--- src/rtl/demand_scheduler.sv ---
// demand_scheduler
//   Arbitrates approach-sensor demands (Thevenin, Norton-north, Norton-south)
//   for the intersection phase sequencer. Raw sensor levels are double-flopped
//   and debounced. Each debounced rising edge latches a pending request. When
//   the sequencer asks, one green-extension selection is offered over a
//   valid/ack handshake.
//
//   Optional feature: define DEMAND_SCHED_STARVE_EN to enable skip counters.
//   With the feature on, a channel that has lost MAX_SKIP grants while pending
//   is forced ahead of fixed priority.
//
// Ports
//   clk          in   system clock (10 kHz)
//   reset        in   synchronous, active-high
//   enable       in   intersection enabled; low idles the block and clears demands
//   sensor       in   [N_REQ] raw sensor levels (asynchronous origin)
//   phase_req    in   sequencer requests a selection (sampled only in IDLE)
//   phase_ack    in   sequencer accepts the current offer
//   grant_valid  out  offer valid
//   grant_idx    out  [IDX_W] 0 = no demand (default table), k = channel k-1
//   pending      out  [N_REQ] latched demand bits
//   starved      out  one-cycle pulse on the first cycle of a forced grant
module demand_scheduler #(
    parameter int N_REQ           = 3,
    parameter int DEBOUNCE_CYCLES = 16,
    parameter int MAX_SKIP        = 2,
    parameter int IDX_W           = 2
) (
    input  logic             clk,
    input  logic             reset,
    input  logic             enable,
    input  logic [N_REQ-1:0] sensor,
    input  logic             phase_req,
    input  logic             phase_ack,
    output logic             grant_valid,
    output logic [IDX_W-1:0] grant_idx,
    output logic [N_REQ-1:0] pending,
    output logic             starved
);

    localparam int CNT_W = (DEBOUNCE_CYCLES > 1) ? $clog2(DEBOUNCE_CYCLES) : 1;
    localparam logic [CNT_W-1:0] CNT_LAST = CNT_W'(DEBOUNCE_CYCLES - 1);

    typedef enum logic [1:0] {S_IDLE, S_DECIDE, S_OFFER} state_e;

    generate
        if (IDX_W < $clog2(N_REQ + 1) || MAX_SKIP < 1 || DEBOUNCE_CYCLES < 1) begin : g_bad_params
            $error("demand_scheduler: illegal parameter combination");
        end
    endgenerate

    state_e                      state_q, state_d;
    logic [N_REQ-1:0]            sync1_q, sync1_d, sync2_q, sync2_d;
    logic [N_REQ-1:0]            deb_q, deb_d, rise;
    logic [N_REQ-1:0][CNT_W-1:0] cnt_q, cnt_d;
    logic [N_REQ-1:0]            pending_q, pending_d, clr;
    logic                        grant_valid_q, grant_valid_d;
    logic [IDX_W-1:0]            grant_idx_q, grant_idx_d, arb_idx;
    logic                        handshake;

`ifdef DEMAND_SCHED_STARVE_EN
    localparam int SKIP_W = $clog2(MAX_SKIP + 1);
    localparam logic [SKIP_W-1:0] SKIP_MAX = SKIP_W'(MAX_SKIP);

    logic [N_REQ-1:0][SKIP_W-1:0] skip_q, skip_d;
    logic                         forced_q, forced_d;
    logic                         starved_q, starved_d;
    logic                         arb_forced;
`endif

    // grant_valid is only ever high in OFFER, so it alone qualifies the ack.
    assign handshake = grant_valid_q & phase_ack;

    // Synchronizer and per-channel debounce.
    always_comb begin
        // NOTE: every signal written here gets a default first, so no path can infer a latch.
        sync1_d = sensor;
        sync2_d = sync1_q;
        deb_d   = deb_q;
        cnt_d   = cnt_q;
        rise    = '0;
        for (int i = 0; i < N_REQ; i++) begin
            if (sync2_q[i] != deb_q[i]) begin
                if (cnt_q[i] == CNT_LAST) begin
                    deb_d[i] = sync2_q[i];
                    cnt_d[i] = '0;
                    rise[i]  = sync2_q[i];
                end else begin
                    cnt_d[i] = cnt_q[i] + 1'b1;
                end
            end else begin
                cnt_d[i] = '0;
            end
        end
        if (!enable) begin
            sync1_d = '0;
            sync2_d = '0;
            deb_d   = '0;
            cnt_d   = '0;
            rise    = '0;
        end
    end

    // Demand latch: a rise in the same cycle as its own clear wins.
    always_comb begin
        clr = '0;
        for (int i = 0; i < N_REQ; i++) begin
            if (handshake && grant_idx_q == IDX_W'(i + 1)) clr[i] = 1'b1;
        end
        pending_d = (pending_q & ~clr) | rise;
        if (!enable) pending_d = '0;
    end

    // Arbitration on the current pending vector; aged channels override priority.
    always_comb begin
        arb_idx = '0;
        for (int i = N_REQ - 1; i >= 0; i--) begin
            if (pending_q[i]) arb_idx = IDX_W'(i + 1);
        end
`ifdef DEMAND_SCHED_STARVE_EN
        arb_forced = 1'b0;
        for (int i = N_REQ - 1; i >= 0; i--) begin
            if (skip_q[i] == SKIP_MAX) begin
                arb_idx    = IDX_W'(i + 1);
                arb_forced = 1'b1;
            end
        end
`endif
    end

    // FSM: state register.
    always_ff @(posedge clk) begin
        // NOTE: clocked blocks use non-blocking assignments so every flop samples pre-edge values.
        if (reset) state_q <= S_IDLE;
        else       state_q <= state_d;
    end

    // FSM: next state.
    always_comb begin
        state_d = state_q;
        case (state_q)
            S_IDLE:   if (phase_req) state_d = S_DECIDE;
            S_DECIDE: state_d = S_OFFER;
            S_OFFER:  if (handshake) state_d = S_IDLE;
            default:  state_d = S_IDLE;
        endcase
        if (!enable) state_d = S_IDLE;
    end

    // FSM: registered outputs. The offer is latched leaving DECIDE and
    // grant_valid follows one cycle into OFFER, so an ack is only honoured
    // once the sequencer can actually see the offer.
    always_comb begin
        grant_valid_d = 1'b0;
        grant_idx_d   = grant_idx_q;
        case (state_q)
            S_DECIDE: grant_idx_d   = arb_idx;
            S_OFFER:  grant_valid_d = !handshake;
            default:  grant_valid_d = 1'b0;
        endcase
        if (!enable) begin
            grant_valid_d = 1'b0;
            grant_idx_d   = '0;
        end
    end

    always_ff @(posedge clk) begin
        if (reset) begin
            sync1_q       <= '0;
            sync2_q       <= '0;
            deb_q         <= '0;
            // NOTE: the counter arrays are per-channel control state, not storage, so they are reset.
            cnt_q         <= '0;
            pending_q     <= '0;
            grant_valid_q <= 1'b0;
            grant_idx_q   <= '0;
        end else begin
            sync1_q       <= sync1_d;
            sync2_q       <= sync2_d;
            deb_q         <= deb_d;
            cnt_q         <= cnt_d;
            pending_q     <= pending_d;
            grant_valid_q <= grant_valid_d;
            grant_idx_q   <= grant_idx_d;
        end
    end

`ifdef DEMAND_SCHED_STARVE_EN
    // Skip ageing on completed handshakes, plus the forced-grant pulse.
    always_comb begin
        skip_d = skip_q;
        if (handshake) begin
            for (int i = 0; i < N_REQ; i++) begin
                if (grant_idx_q == IDX_W'(i + 1) || !pending_q[i]) skip_d[i] = '0;
                else if (skip_q[i] != SKIP_MAX)                    skip_d[i] = skip_q[i] + 1'b1;
            end
        end
        forced_d  = (state_q == S_DECIDE) ? arb_forced : forced_q;
        starved_d = (state_q == S_OFFER) && !grant_valid_q && forced_q;
        if (!enable) begin
            skip_d    = '0;
            forced_d  = 1'b0;
            starved_d = 1'b0;
        end
    end

    always_ff @(posedge clk) begin
        if (reset) begin
            skip_q    <= '0;
            forced_q  <= 1'b0;
            starved_q <= 1'b0;
        end else begin
            skip_q    <= skip_d;
            forced_q  <= forced_d;
            starved_q <= starved_d;
        end
    end

    assign starved = starved_q;
`else
    assign starved = 1'b0;
`endif

    assign grant_valid = grant_valid_q;
    assign grant_idx   = grant_idx_q;
    assign pending     = pending_q;

endmodule

--- config.mk ---
export PLATFORM = sky130hd
export DESIGN_NAME = demand_scheduler
export DESIGN_NICKNAME = d
export VERILOG_FILES = /design/src/rtl/demand_scheduler.sv
export SDC_FILE = /design/constraint.sdc
export NUM_CORES = 1
export LEC_CHECK = 0
export ABC_CLOCK_PERIOD_IN_PS = 1300
export BUFFER_PORTS_ARGS = -buffer_cell sky130_fd_sc_hd__buf_2
export CAP_MARGIN = 20
export CORE_MARGIN = 3
export CORE_UTILIZATION = 52
export CTS_BUF_LIST = sky130_fd_sc_hd__clkbuf_8
export CTS_CLUSTER_DIAMETER = 60
export DETAILED_ROUTE_END_ITERATION = 7
export PLACE_DENSITY = 0.76
export SLEW_MARGIN = 20
export SYNTH_ARGS = -nofsm -noshare
export SYNTH_HDL_FRONTEND = slang
export SYNTH_SLANG_ARGS = --single-unit
--- constraint.sdc ---
create_clock -name clk -period 1.3 [get_ports clk]
set_clock_uncertainty 0.2 [all_clocks]
set_input_delay 0.26 -clock clk [delete_from_list [all_inputs] [get_ports clk]]
set_output_delay 0.26 -clock clk [all_outputs]
set_load 0.03 [all_outputs]
Word level (Yosys, flattened, before mapping)
Cells that the tools add are included.
{"block": "word_totals", "elab_cells": 67, "inputBits": 8, "regBits": 29, "output_inout_bits": 7}
{"block": "classes", "n_reduce_logical": 14, "eq_ne": 13, "mux": 16, "add_sub_neg": 3, "bitwise_logic": 9}
{"op": "$add 4x1->4 const B", "count": 3}
{"op": "$eq 4x4->1 const B", "count": 3}
{"op": "$reduce_or 4->1", "count": 3}
{"op": "$mux 2", "count": 5}
{"op": "$mux 1", "count": 9}
{"op": "$reduce_and 2->1", "count": 4}
{"op": "$eq 2x2->1 const B", "count": 3}
{"op": "$pmux 2 s3", "count": 1}
{"op": "$not 1->1", "count": 5}
{"op": "$eq 2x1->1 const B", "count": 2}
{"op": "$ne 2x2->1 const B", "count": 2}
{"op": "$and 3x3->3", "count": 1}
{"op": "$logic_and 1x1->1", "count": 3}
{"op": "$mux 3", "count": 1}
{"op": "$ne 1x1->1", "count": 3}
{"op": "$not 3->3", "count": 1}
{"op": "$or 3x3->3", "count": 1}
{"op": "$reduce_or 3->1", "count": 1}
{"op": "$logic_not 2->1", "count": 1}
{"op": "$reduce_or 2->1", "count": 1}
{"op": "$and 1x1->1", "count": 1}
{"op": "$logic_not 1->1", "count": 1}

Longest topological paths before layout
Gate-level depths: netlist (run 1).
{"block": "depth", "depth_word": 6, "mapped_depth": 4, "ltp_nobuf": 4}

Worst setup path before layout (run 1)
Ideal clock, no wire load.
{"block": "synth_path", "path_kind": "register -> register", "from": "register cnt_q[4] (netlist bit)", "to": "register deb_q[1]", "slack_ps": -19, "setup_time_ps": 129, "t_required_ps": 971, "stages_incl_launch_ff": 5, "arrival_time_ps": 990, "period_less_slack_ps": 1319, "path_cell_list": "dfxtp_1 > ha_1 > and3_1 > mux2i_1 > nor2_1"}
{"block": "synth_between", "elab_chain_len": 2}
{"element": "start, declared", "line_no": "55", "rtl": "logic [N_REQ-1:0][CNT_W-1:0] cnt_q, cnt_d;"}
{"element": "start signal, assigned", "line_no": "181", "rtl": "cnt_q <= cnt_d;"}
{"element": "$eq 4x4->1", "line_no": "84", "rtl": "if (cnt_q[i] == CNT_LAST) begin"}
{"element": "$reduce_and 2->1 (no source line)"}
{"element": "end signal, assigned", "line_no": "171", "rtl": "deb_q <= '0;"}
{"element": "end signal, assigned", "line_no": "180", "rtl": "deb_q <= deb_d;"}
{"element": "end, declared", "line_no": "54", "rtl": "logic [N_REQ-1:0] deb_q, deb_d, rise;"}
No other way between the ends.
A chain may end at the register's enable or synchronous reset.

Worst setup path in the final report (run 1)
{"block": "layout_path", "from": "register grant_valid_q, in the netlist grant_valid", "to": "output grant_valid"}
{"element": "start, declared", "line_no": "57", "rtl": "logic grant_valid_q, grant_valid_d;"}
{"element": "start signal, assigned", "line_no": "183", "rtl": "grant_valid_q <= grant_valid_d;"}
{"element": "end, declared", "line_no": "35", "rtl": "output logic grant_valid,"}
No word-level cell between the ends.

==> results.py, run 1 <==
metrics = {
    "timing": {
        "whs_ns": 0.0600,
        "setup_violations": 0,
        "max_freq_ghz": 0.784,
        "min_period_over_period": 0.982,
        "period_needed_ns": 1.28,
        "maxSlewViolCount": 0,
        "finalHoldViolations": 0,
        "rsz0062_at_grt": "yes",
    },
    "route": {
        "wire_per_inst_um": 12.9,
        "wl_um": 2210,
        "drt_iter0_drc": 8,
        "ant_nets": 0,
        "num_vias": 884,
        "drc": 0,
        "viasPerCell": 5.17,
        "dr.pass1.iters": 4,
    },
    "yosys": {
        "avgSynthCellArea_um2": 9.84,
        "yosysWarnings": 0,
        "syn_nets": 123,
        "syn_area_um2": 1100,
        "netlist_instances": 112,
        "async_flop_share": 0,
        "ys.flop_type": "dfxtp_1",
        "synth-edff-count": 0,
        "synth_cell_type_count": 30,
        "yosysSeqAreaShare": 0.527,
        "ys_ff_latch": 29,
    },
    "placement": {
        "portBuffers": 13,
        "place_congestion": 0.755,
        "dp.cells": 159,
        "place_hpwl_um": 1430,
    },
    "power": {
        "powerDensity_nw_per_um2": 1120,
        "vdd_drop_max_mv": 0.944,
        "p_leak_nw": 0.558,
    },
    "floorplan": {
        "dieArea_um2": 2710,
        "fp.dieW_um": 52.0,
        "initial_core_util": 0.556,
        "row_count": 16,
        "pin_count": 15,
        "core_area_um2": 1980,
        "fp.dieH_um": 52.0,
    },
    "critical_path": {
        "crit_fanout": 5,
        "path_buf_inv": 1,
        "cp-start-kind": "flop",
        "crit_type": "reg -> out",
        "critPathTopFamily": "flip-flops",
        "cp.arrival_ns": 0.82,
        "slowest_delay_ns": 0.36,
        "startpoint": "grant_valid$_SDFF_PP0_",
        "cp_cell_sequence": "buf_4",
        "cp_data_required_time_ns": 0.84,
        "worstSetupEndpointType": "primary output",
        "r2r_start": "cnt_q[5]$_SDFF_PP0_",
        "cp_slowest_cell": "dfxtp_2",
    },
    "clock_network": {
        "cts_sinks": 29,
        "cts_tree": "built",
        "cts_root_buf": "clkbuf_8",
        "cts_buffers": 5,
        "clkLatencyLatePin_ns": 0.28,
        "ctsLongestPathBuffers": 2,
        "clk_pin_slew_ns": 0.06,
        "htree_levels": 2,
    },
    "cells_and_area": {
        "mostFrequentLayoutCells": "16 x dfxtp_1, 13 x buf_4, 12 x dfxtp_2, 8 x nor2_1, 8 x a21oi_1",
        "final_layout_size_suffix_gt1_frac": 0.361,
        "areaGrowthSynthToFinish_pct": 33.0,
        "fin_cells": 171,
        "num_antenna_cells": 0,
        "layout_commonest_cell": "dfxtp_1",
        "fin_nets": 154,
    },
    "global_route": {
        "grt_overflow_total": 0,
        "grt_antenna_before_repair": 0,
        "grt_pass1_wl_um": 3800,
        "grt_pass1_vias": 886,
        "grt_max_degree": 10,
        "grt_use_total": 0.197,
    },
    "job": {
        "drv_cap": 0,
    },
    "worst_hold_path": {
        "min_path_type": "in -> reg",
        "hold_start": "phase_req",
    },
    "outcome": {
        "status": "complete, no violations",
    },
}
==> worst register-to-register path, cell delays in order (launching register included) <==
cell and delay (ns):
dfxtp_4 0.35, ha_4 0.16, buf_4 0.13, a21oi_1 0.14
o21ai_1 0.08, a21oi_1 0.13
==> power by group <==
group / leakage, nW / switching, mW / internal [mW]
Combinational: 0.268 / 0.0282 / 0.0321
Sequential: 0.241 / 0.00667 / 0.896
Clock: 0.0491 / 0.320 / 0.361
==> synthesized netlist by cell type (2+ instances only) <==
cell type  count  area [um2]
and2_1         6        37.5
and3_1         3        18.8
nand2_1        6        22.5
a21oi_1        9        45.0
mux2i_1        3        30.0
o21ai_0        5        25.0
nand4b_1       3        26.3
xor2_1         3        26.3
nand3_1        2        10.0
nor2_1         8        30.0
xnor2_1        3        26.3
ha_1           3        37.5
dfxtp_1       29         581
inv_1          4        15.0
nor3_1         6        30.0
nor3b_1        3        22.5
nand3b_1       3        22.5
==> flip-flops by register name, indices dropped and copies added (netlist names) <==
register	cells
cnt_q	12
deb_q	3
pending	3
sync1_q	3
sync2_q	3
grant_idx	2
state_q	2
grant_valid	1
==> what timing repair did <==
action,4_1_cts,5_1_grt
setup buffers,0,1
resized for setup,11,20
hold endpoints to repair,3,0
endpoints found under the setup margin,7,15
hold buffers,3,0
pin swaps,0,2
==> final timing paths <==
| check | slack, ns | cells past startpoint | endpoint |
|---|---|---|---|
| worst min register to register | 0.23 | 1 | sync2_q[0]$_SDFF_PP0_ |
| worst max-delay path | 0.02 | 1 | grant_valid |
| worst max register to register | 0.04 | 5 | cnt_q[7]$_SDFF_PP0_ |
| worst min-delay path | 0.06 | 2 | state_q[0]$_SDFFE_PP0P_ |
==> logic make-up after synthesis <==
group,synth area share
buffers and inverters,0.0238
XOR/XNOR,0.0477
adder cells (fa/ha/maj),0.0341
multiplexers,0.0272
AO/OA/AOI/OAI,0.0795
other,0.00340
flip-flops,0.527
AND/OR/NAND/NOR,0.258
==> per-layer routing <==
layer,vias up,part of all wire,track usage
met1,409,0.45,0.220
met3,7,0.038,0.0516
met4,0,0.027,0.144
met5,-,0,0
met2,22,0.49,0.318
li1,446,-,-
==> stage by stage <==
step / setup TNS [ns] / util / total power [mW] / instance area [um2] / worst slack (ns)
3_5_place_dp: 0 / 0.642 / 0.974 / 1270 / 0.00211
4_1_cts: 0 / 0.710 / 1.66 / 1410 / 0.00293
3_3_place_gp: 0 / 0.642 / 0.973 / 1270 / 0.0519
6_report: 0 / 0.740 / 1.64 / 1470 / 0.0238
5_1_grt: -0.0349 / 0.740 / 1.72 / 1470 / -0.0154
2_1_floorplan: 0 / - / 0.951 / 1120 / 0.00890
==> cell type report <==
type / count / area [um2]
Sequential cell: 29 / 599
Clock buffer: 5 / 68.8
Tap cell: 27 / 33.8
Clock inverter: 3 / 13.8
Timing Repair Buffer: 26 / 196
Inverter: 4 / 15.0
Fill cell: 139 / 515
Multi-Input combinational cell: 77 / 539
No activity file was read; power rests on OpenSTA's default activity.
==> inputs of run 2 (changes only) <==
Settings changed: ABC_CLOCK_PERIOD_IN_PS 1300 to 1400, CORE_UTILIZATION 52 to 58, GPL_TIMING_DRIVEN set to 1, PLACE_DENSITY 0.76 to 0.8, SETUP_SLACK_MARGIN set to 0.2.
Clock period 1.3 ns to 1.4 ns, I/O delays scaled along.
==> run 2 against run 1 <==
Count of clock-buffer cells in the layout rose by 2. Wire length up 36%. Combinational power is 9.6% lower. Setup slack gained 0.063 ns. Critical path type is now reg -> reg. Largest power group unchanged.
==> results.py, run 2 (synthesis results as in run 1) <==
metrics = {
    "clock_network": {
        "ctsLongestPathBuffers": 2,
        "cts_tree": "built",
        "cts_root_buf": "clkbuf_8",
        "cts_buffers": 5,
        "clkLatencyLatePin_ns": 0.28,
        "cts_sinks": 29,
        "clk_pin_slew_ns": 0.06,
        "htree_levels": 2,
    },
    "critical_path": {
        "crit_type": "reg -> reg",
        "crit_fanout": 4,
        "worstSetupEndpointType": "flop",
        "r2r_slack_ns": 0.09,
        "cp-start-kind": "flop",
        "crit_path_end": "pending[2]$_SDFF_PP0_",
        "reg2reg_depth": 4,
        "startpoint": "cnt_q[8]$_SDFF_PP0_",
        "r2r-end": "pending[2]$_SDFF_PP0_",
        "cp.arrival_ns": 1.28,
        "r2r_start": "cnt_q[8]$_SDFF_PP0_",
        "cp_data_required_time_ns": 1.36,
    },
    "worst_hold_path": {
        "min_path_type": "in -> reg",
    },
    "floorplan": {
        "dieArea_um2": 2460,
        "fp.dieW_um": 49.6,
        "initial_core_util": 0.625,
        "core_area_um2": 1760,
        "pin_count": 15,
        "fp.dieH_um": 49.6,
        "row_count": 15,
    },
    "route": {
        "drc": 0,
        "drt_iter0_drc": 35,
        "num_vias": 954,
        "viasPerCell": 5.51,
        "wire_per_inst_um": 17.4,
        "dr.pass1.iters": 7,
        "ant_nets": 0,
        "wl_um": 3010,
    },
    "timing": {
        "max_freq_ghz": 0.761,
        "min_period_over_period": 0.938,
        "maxSlewViolCount": 0,
        "period_needed_ns": 1.31,
        "finalHoldViolations": 0,
        "rsz0062_at_grt": "yes",
        "final.setup.tns_ns": 0,
        "setup_violations": 0,
    },
    "cells_and_area": {
        "top_register": "cnt_q",
        "final_layout_size_suffix_gt1_frac": 0.466,
        "areaGrowthSynthToFinish_pct": 43.6,
        "num_antenna_cells": 0,
        "fin_nets": 158,
        "mostFrequentLayoutCells": "15 x buf_4, 13 x dfxtp_1, 9 x dfxtp_2, 8 x nor2_1",
        "layout_commonest_cell": "buf_4",
        "largest_register_ffs": 12,
    },
    "global_route": {
        "grt_antenna_before_repair": 0,
        "grt_use_total": 0.226,
        "grt_pass1_vias": 916,
        "grt_overflow_total": 0,
        "grt_max_degree": 10,
        "grt_pass1_wl_um": 4160,
    },
    "outcome": {
        "status": "complete, no violations",
    },
    "placement": {
        "place_hpwl_um": 1420,
        "place_congestion": 0.844,
        "portBuffers": 13,
    },
    "job": {
        "drv_cap": 0,
    },
    "power": {
        "totalPowerFinal_mw": 1.63,
        "powerDensity_nw_per_um2": 1030,
        "p_leak_nw": 0.595,
        "vdd_drop_max_mv": 1.03,
    },
}
==> run 2: cell count changes in the layout (fill, tap and decap cells not counted), sizes merged <==
cell,before,now
buf,23,29
clkbuf,5,7
dlygate4sd3,3,1
clkinv,2,1
inv,5,4
==> run 2: metal layers <==
metal	GRT usage	wire length (um)	vias up
met1	0.244	1100	463
met5	0	0	-
met2	0.407	1700	28
met4	0.0922	77	0
met3	0.0665	130	8
li1	-	-	455
==> run 2: cell type report <==
cell class,count,area (um2)
clock buffer,7,96.3
clock inverter,1,5.00
fill,93,181
inverter,4,15.0
multi-input combinational,77,581
sequential,29,618
tap,25,31.3
timing repair buffer,30,236
==> run 2: repair_timing <==
action | CTS | global route
setup endpoints to repair | 14 | 21
hold buffers | 1 | 0
pin swaps | 4 | 6
endpoints found under the hold margin | 1 | 0
gates resized for setup | 22 | 15
buffers inserted | 12 | 3
==> run 2: power by group <==
part	switching (mW)	total [mW]	internal, mW
registers	0.00559	0.827	0.821
clock network	0.304	0.747	0.443
logic	0.0283	0.0545	0.0262
total	0.338	1.63	1.29
==> run 2: worst max-delay path, cell delays in order, from the launching register on <==
cell and delay (ns):
dfxtp_4 0.35, ha_4 0.15, and3_4 0.19, a32oi_1 0.25, nor2_1 0.06
==> run 2: through the flow <==
| step | cells | hold WS [ns] | util | instance area (um2) | setup slack [ns] |
|---|---|---|---|---|---|
| 6_report | 173 | 0.0148 | 0.897 | 1580 | 0.0865 |
| 5_1_grt | 173 | 0.0199 | 0.897 | 1580 | 0.0178 |
| 4_1_cts | 170 | 0.00858 | 0.860 | 1520 | 0.142 |
| 3_5_place_dp | 149 | 0.224 | 0.713 | 1260 | 0.0468 |
| 3_3_place_gp | 149 | 0.208 | 0.713 | 1260 | 0.0930 |
| 2_1_floorplan | 112 | 0.202 | - | 1170 | 0.192 |
==> run 2: worst min-delay path by stage <==
| stage | cells past startpoint | start | end | slack, ns |
|---|---|---|---|---|
| after floorplan | 1 | sensor[0] | sync1_q[0]$_SDFF_PP0_ | 0.20 |
| after global placement | 1 | sync1_q[1]$_SDFF_PP0_ | sync2_q[1]$_SDFF_PP0_ | 0.21 |
| after detailed placement | 1 | sync1_q[2]$_SDFF_PP0_ | sync2_q[2]$_SDFF_PP0_ | 0.22 |
| after CTS | 2 | sensor[2] | sync1_q[2]$_SDFF_PP0_ | 0.009 |
| after global routing | 2 | sensor[1] | sync1_q[1]$_SDFF_PP0_ | 0.02 |
| final | 2 | sensor[2] | sync1_q[2]$_SDFF_PP0_ | 0.01 |
==> inputs of run 3 (changes only) <==
Settings changed: ABC_AREA set to 1.
==> run 3 against run 2 <==
Hold slack got worse by 0.0029 ns. Clock power rose by 37%. Via count rose by 6.6%. Sequential share of layout area fell by 0.47 points. Core utilization fell by 1.5 points. Setup slack improved by 0.055 ns. Combinational power fell by 4.8%. Flip-flop and latch count did not move. Synthesized area rose by 3.4%. Die area rose by 3.0%. Wire length fell by 7.6%.
==> results.py, run 3 <==
metrics = {
    "power": {
        "powerDensity_nw_per_um2": 1210,
        "vdd_drop_max_mv": 1.01,
        "totalPowerFinal_mw": 1.91,
        "p_sw_frac": 0.187,
        "p_switching_uw": 357,
        "internal_power_mw": 1.55,
        "seq_power_share": 0.436,
        "p_comb_frac": 0.027,
        "clockPowerShare": 0.537,
        "p_leak_nw": 0.614,
    },
    "timing": {
        "final.setup.tns_ns": 0,
        "maxSlewViolCount": 0,
        "min_period_over_period": 0.899,
        "max_freq_ghz": 0.795,
        "rsz0062_at_grt": "yes",
        "finalHoldViolations": 0,
        "setup_violations": 0,
        "period_needed_ns": 1.26,
    },
    "global_route": {
        "grt_overflow_total": 0,
        "grt_max_degree": 15,
        "grt_antenna_before_repair": 0,
        "grt_use_total": 0.209,
        "grt_pass1_wl_um": 3890,
        "grt_pass1_vias": 881,
    },
    "route": {
        "wl_um": 2780,
        "num_vias": 1017,
        "viasPerCell": 5.27,
        "drc": 0,
        "drt_iter0_drc": 35,
        "dr.pass1.iters": 4,
        "ant_nets": 0,
        "wire_per_inst_um": 14.4,
    },
    "critical_path": {
        "crit_type": "reg -> out",
        "worstSetupEndpointType": "primary output",
        "cp_data_required_time_ns": 0.92,
        "cp_cell_sequence": "buf_6",
        "crit_fanout": 3,
        "critPathTopFamily": "flip-flops",
        "cp_slowest_cell": "dfxtp_2",
        "cp-start-kind": "flop",
        "slowest_delay_ns": 0.36,
        "path_buf_inv": 1,
        "cp.arrival_ns": 0.78,
    },
    "cells_and_area": {
        "layout_commonest_cell": "inv_1",
        "areaGrowthSynthToFinish_pct": 38.0,
        "final_layout_size_suffix_gt1_frac": 0.363,
        "mostFrequentLayoutCells": "25 x inv_1, 21 x nor2_1, 17 x nand2_1, 16 x dfxtp_1, 9 x dfxtp_2",
        "largest_register_ffs": 12,
        "fin_nets": 178,
        "num_antenna_cells": 0,
        "top_register": "cnt_q",
    },
    "clock_network": {
        "cts_tree": "built",
        "htree_levels": 2,
        "cts_root_buf": "clkbuf_8",
        "clkLatencyLatePin_ns": 0.28,
        "clk_pin_slew_ns": 0.07,
        "cts_buffers": 5,
        "cts_sinks": 29,
        "ctsLongestPathBuffers": 2,
    },
    "yosys": {
        "yosysMostFrequentCell": "dfxtp_1",
        "synth_cell_type_count": 21,
        "synth-edff-count": 0,
        "syn_nets": 152,
        "yosysWarnings": 0,
        "ys.flop_type": "dfxtp_1",
        "ys_ff_latch": 29,
        "syn_area_um2": 1140,
        "yosysSeqAreaShare": 0.509,
        "netlist_instances": 141,
        "ys_top_cells_by_area": "dfxtp_1 51%, inv_1 8.2%, nor2_1 7.6%",
        "yosysTopAreaCell": "dfxtp_1",
        "async_flop_share": 0,
        "avgSynthCellArea_um2": 8.08,
        "synthDominantCellAreaShare": 0.509,
        "synth_commonest_cells": "29 x dfxtp_1, 25 x inv_1, 23 x nor2_1",
    },
    "floorplan": {
        "core_area_um2": 1780,
        "dieArea_um2": 2530,
        "fp.dieW_um": 50.3,
        "row_count": 15,
        "initial_core_util": 0.639,
        "pin_count": 15,
        "fp.dieH_um": 50.3,
    },
    "worst_hold_path": {
        "min_path_type": "in -> reg",
    },
    "job": {
        "drv_cap": 0,
    },
    "outcome": {
        "status": "complete, no violations",
    },
    "placement": {
        "place_hpwl_um": 1370,
        "portBuffers": 13,
        "place_congestion": 0.772,
    },
}
==> run 3: cell types whose count changed after synthesis, sizes merged, moves of 3 or more <==
cell    delta
nand2     +12
and2       -6
nor2      +16
nand3      +8
inv       +22
nor3b      -3
nor3       -5
nand4b     -3
mux2i      -3
and3       -3
==> run 3: worst paths after layout <==
path         cells after the start                    end                  start  slack, ns
max                              1             pending[2]  pending[2]$_SDFF_PP0_       0.14
min                              3  sync1_q[1]$_SDFF_PP0_              sensor[1]       0.01
max reg2reg                      4    cnt_q[6]$_SDFF_PP0_    cnt_q[4]$_SDFF_PP0_       0.17
min reg2reg                      2  sync2_q[0]$_SDFF_PP0_  sync1_q[0]$_SDFF_PP0_       0.21
==> run 3: power groups by stage <==
| stage | Combinational (mW) | Clock (mW) | Sequential (mW) |
|---|---|---|---|
| floorplan | 0.0336 | 0 | 0.857 |
| global placement | 0.0446 | 0 | 0.856 |
| detailed placement | 0.0458 | 0 | 0.856 |
| CTS | 0.0485 | 1.03 | 0.833 |
| global route | 0.0581 | 1.07 | 0.831 |
| finish | 0.0519 | 1.02 | 0.832 |
==> run 3: metal layers <==
metal  vias to the layer above  GRT usage  wire (um)  share of wire
met5                         -          0          0              0
met4                         0     0.0987         87          0.031
met3                        11     0.0623        152          0.055
met2                        35      0.380       1470           0.53
met1                       481      0.217       1060           0.38
li1                        490          -          -              -
==> run 3: cell families (layout without fill, tap and decap cells) <==
logic type	Yosys count	after routing	synth area share
other	1	1	0.00329
xor gates and xnor gates	6	6	0.0461
adders and majority gates	3	3	0.0329
AOI/OAI and AO/OA	15	15	0.0790
and+or+nand+nor	59	59	0.227
buffers and inverters	28	55	0.102
DFF	29	29	0.509
==> run 3: through the flow <==
stage	utilization	setup slack (ns)	std cells	hold WS [ns]	cell area, um2
2_1_floorplan	-	0.228	141	0.192	1140
3_3_place_gp	0.684	0.179	177	0.196	1220
3_5_place_dp	0.684	0.129	177	0.204	1220
4_1_cts	0.835	0.148	189	0.0125	1490
5_1_grt	0.882	0.122	193	0.0231	1570
6_report	0.882	0.142	193	0.0119	1570
==> run 3: layout make-up <==
class	instances	area [um2]
sequential	29	607
multi-input combinational	84	541
fill	84	210
timing repair buffer	21	163
inverter	26	97.6
clock buffer	5	68.8
clock inverter	3	65.1
tap	25	31.3
==> run 3: repair_timing <==
item,CTS,global route
cloned,0,0
gates resized for setup,34,15
hold buffers,0,0
pin swaps,6,13
endpoints found under the setup margin,23,24
buffers inserted,4,4
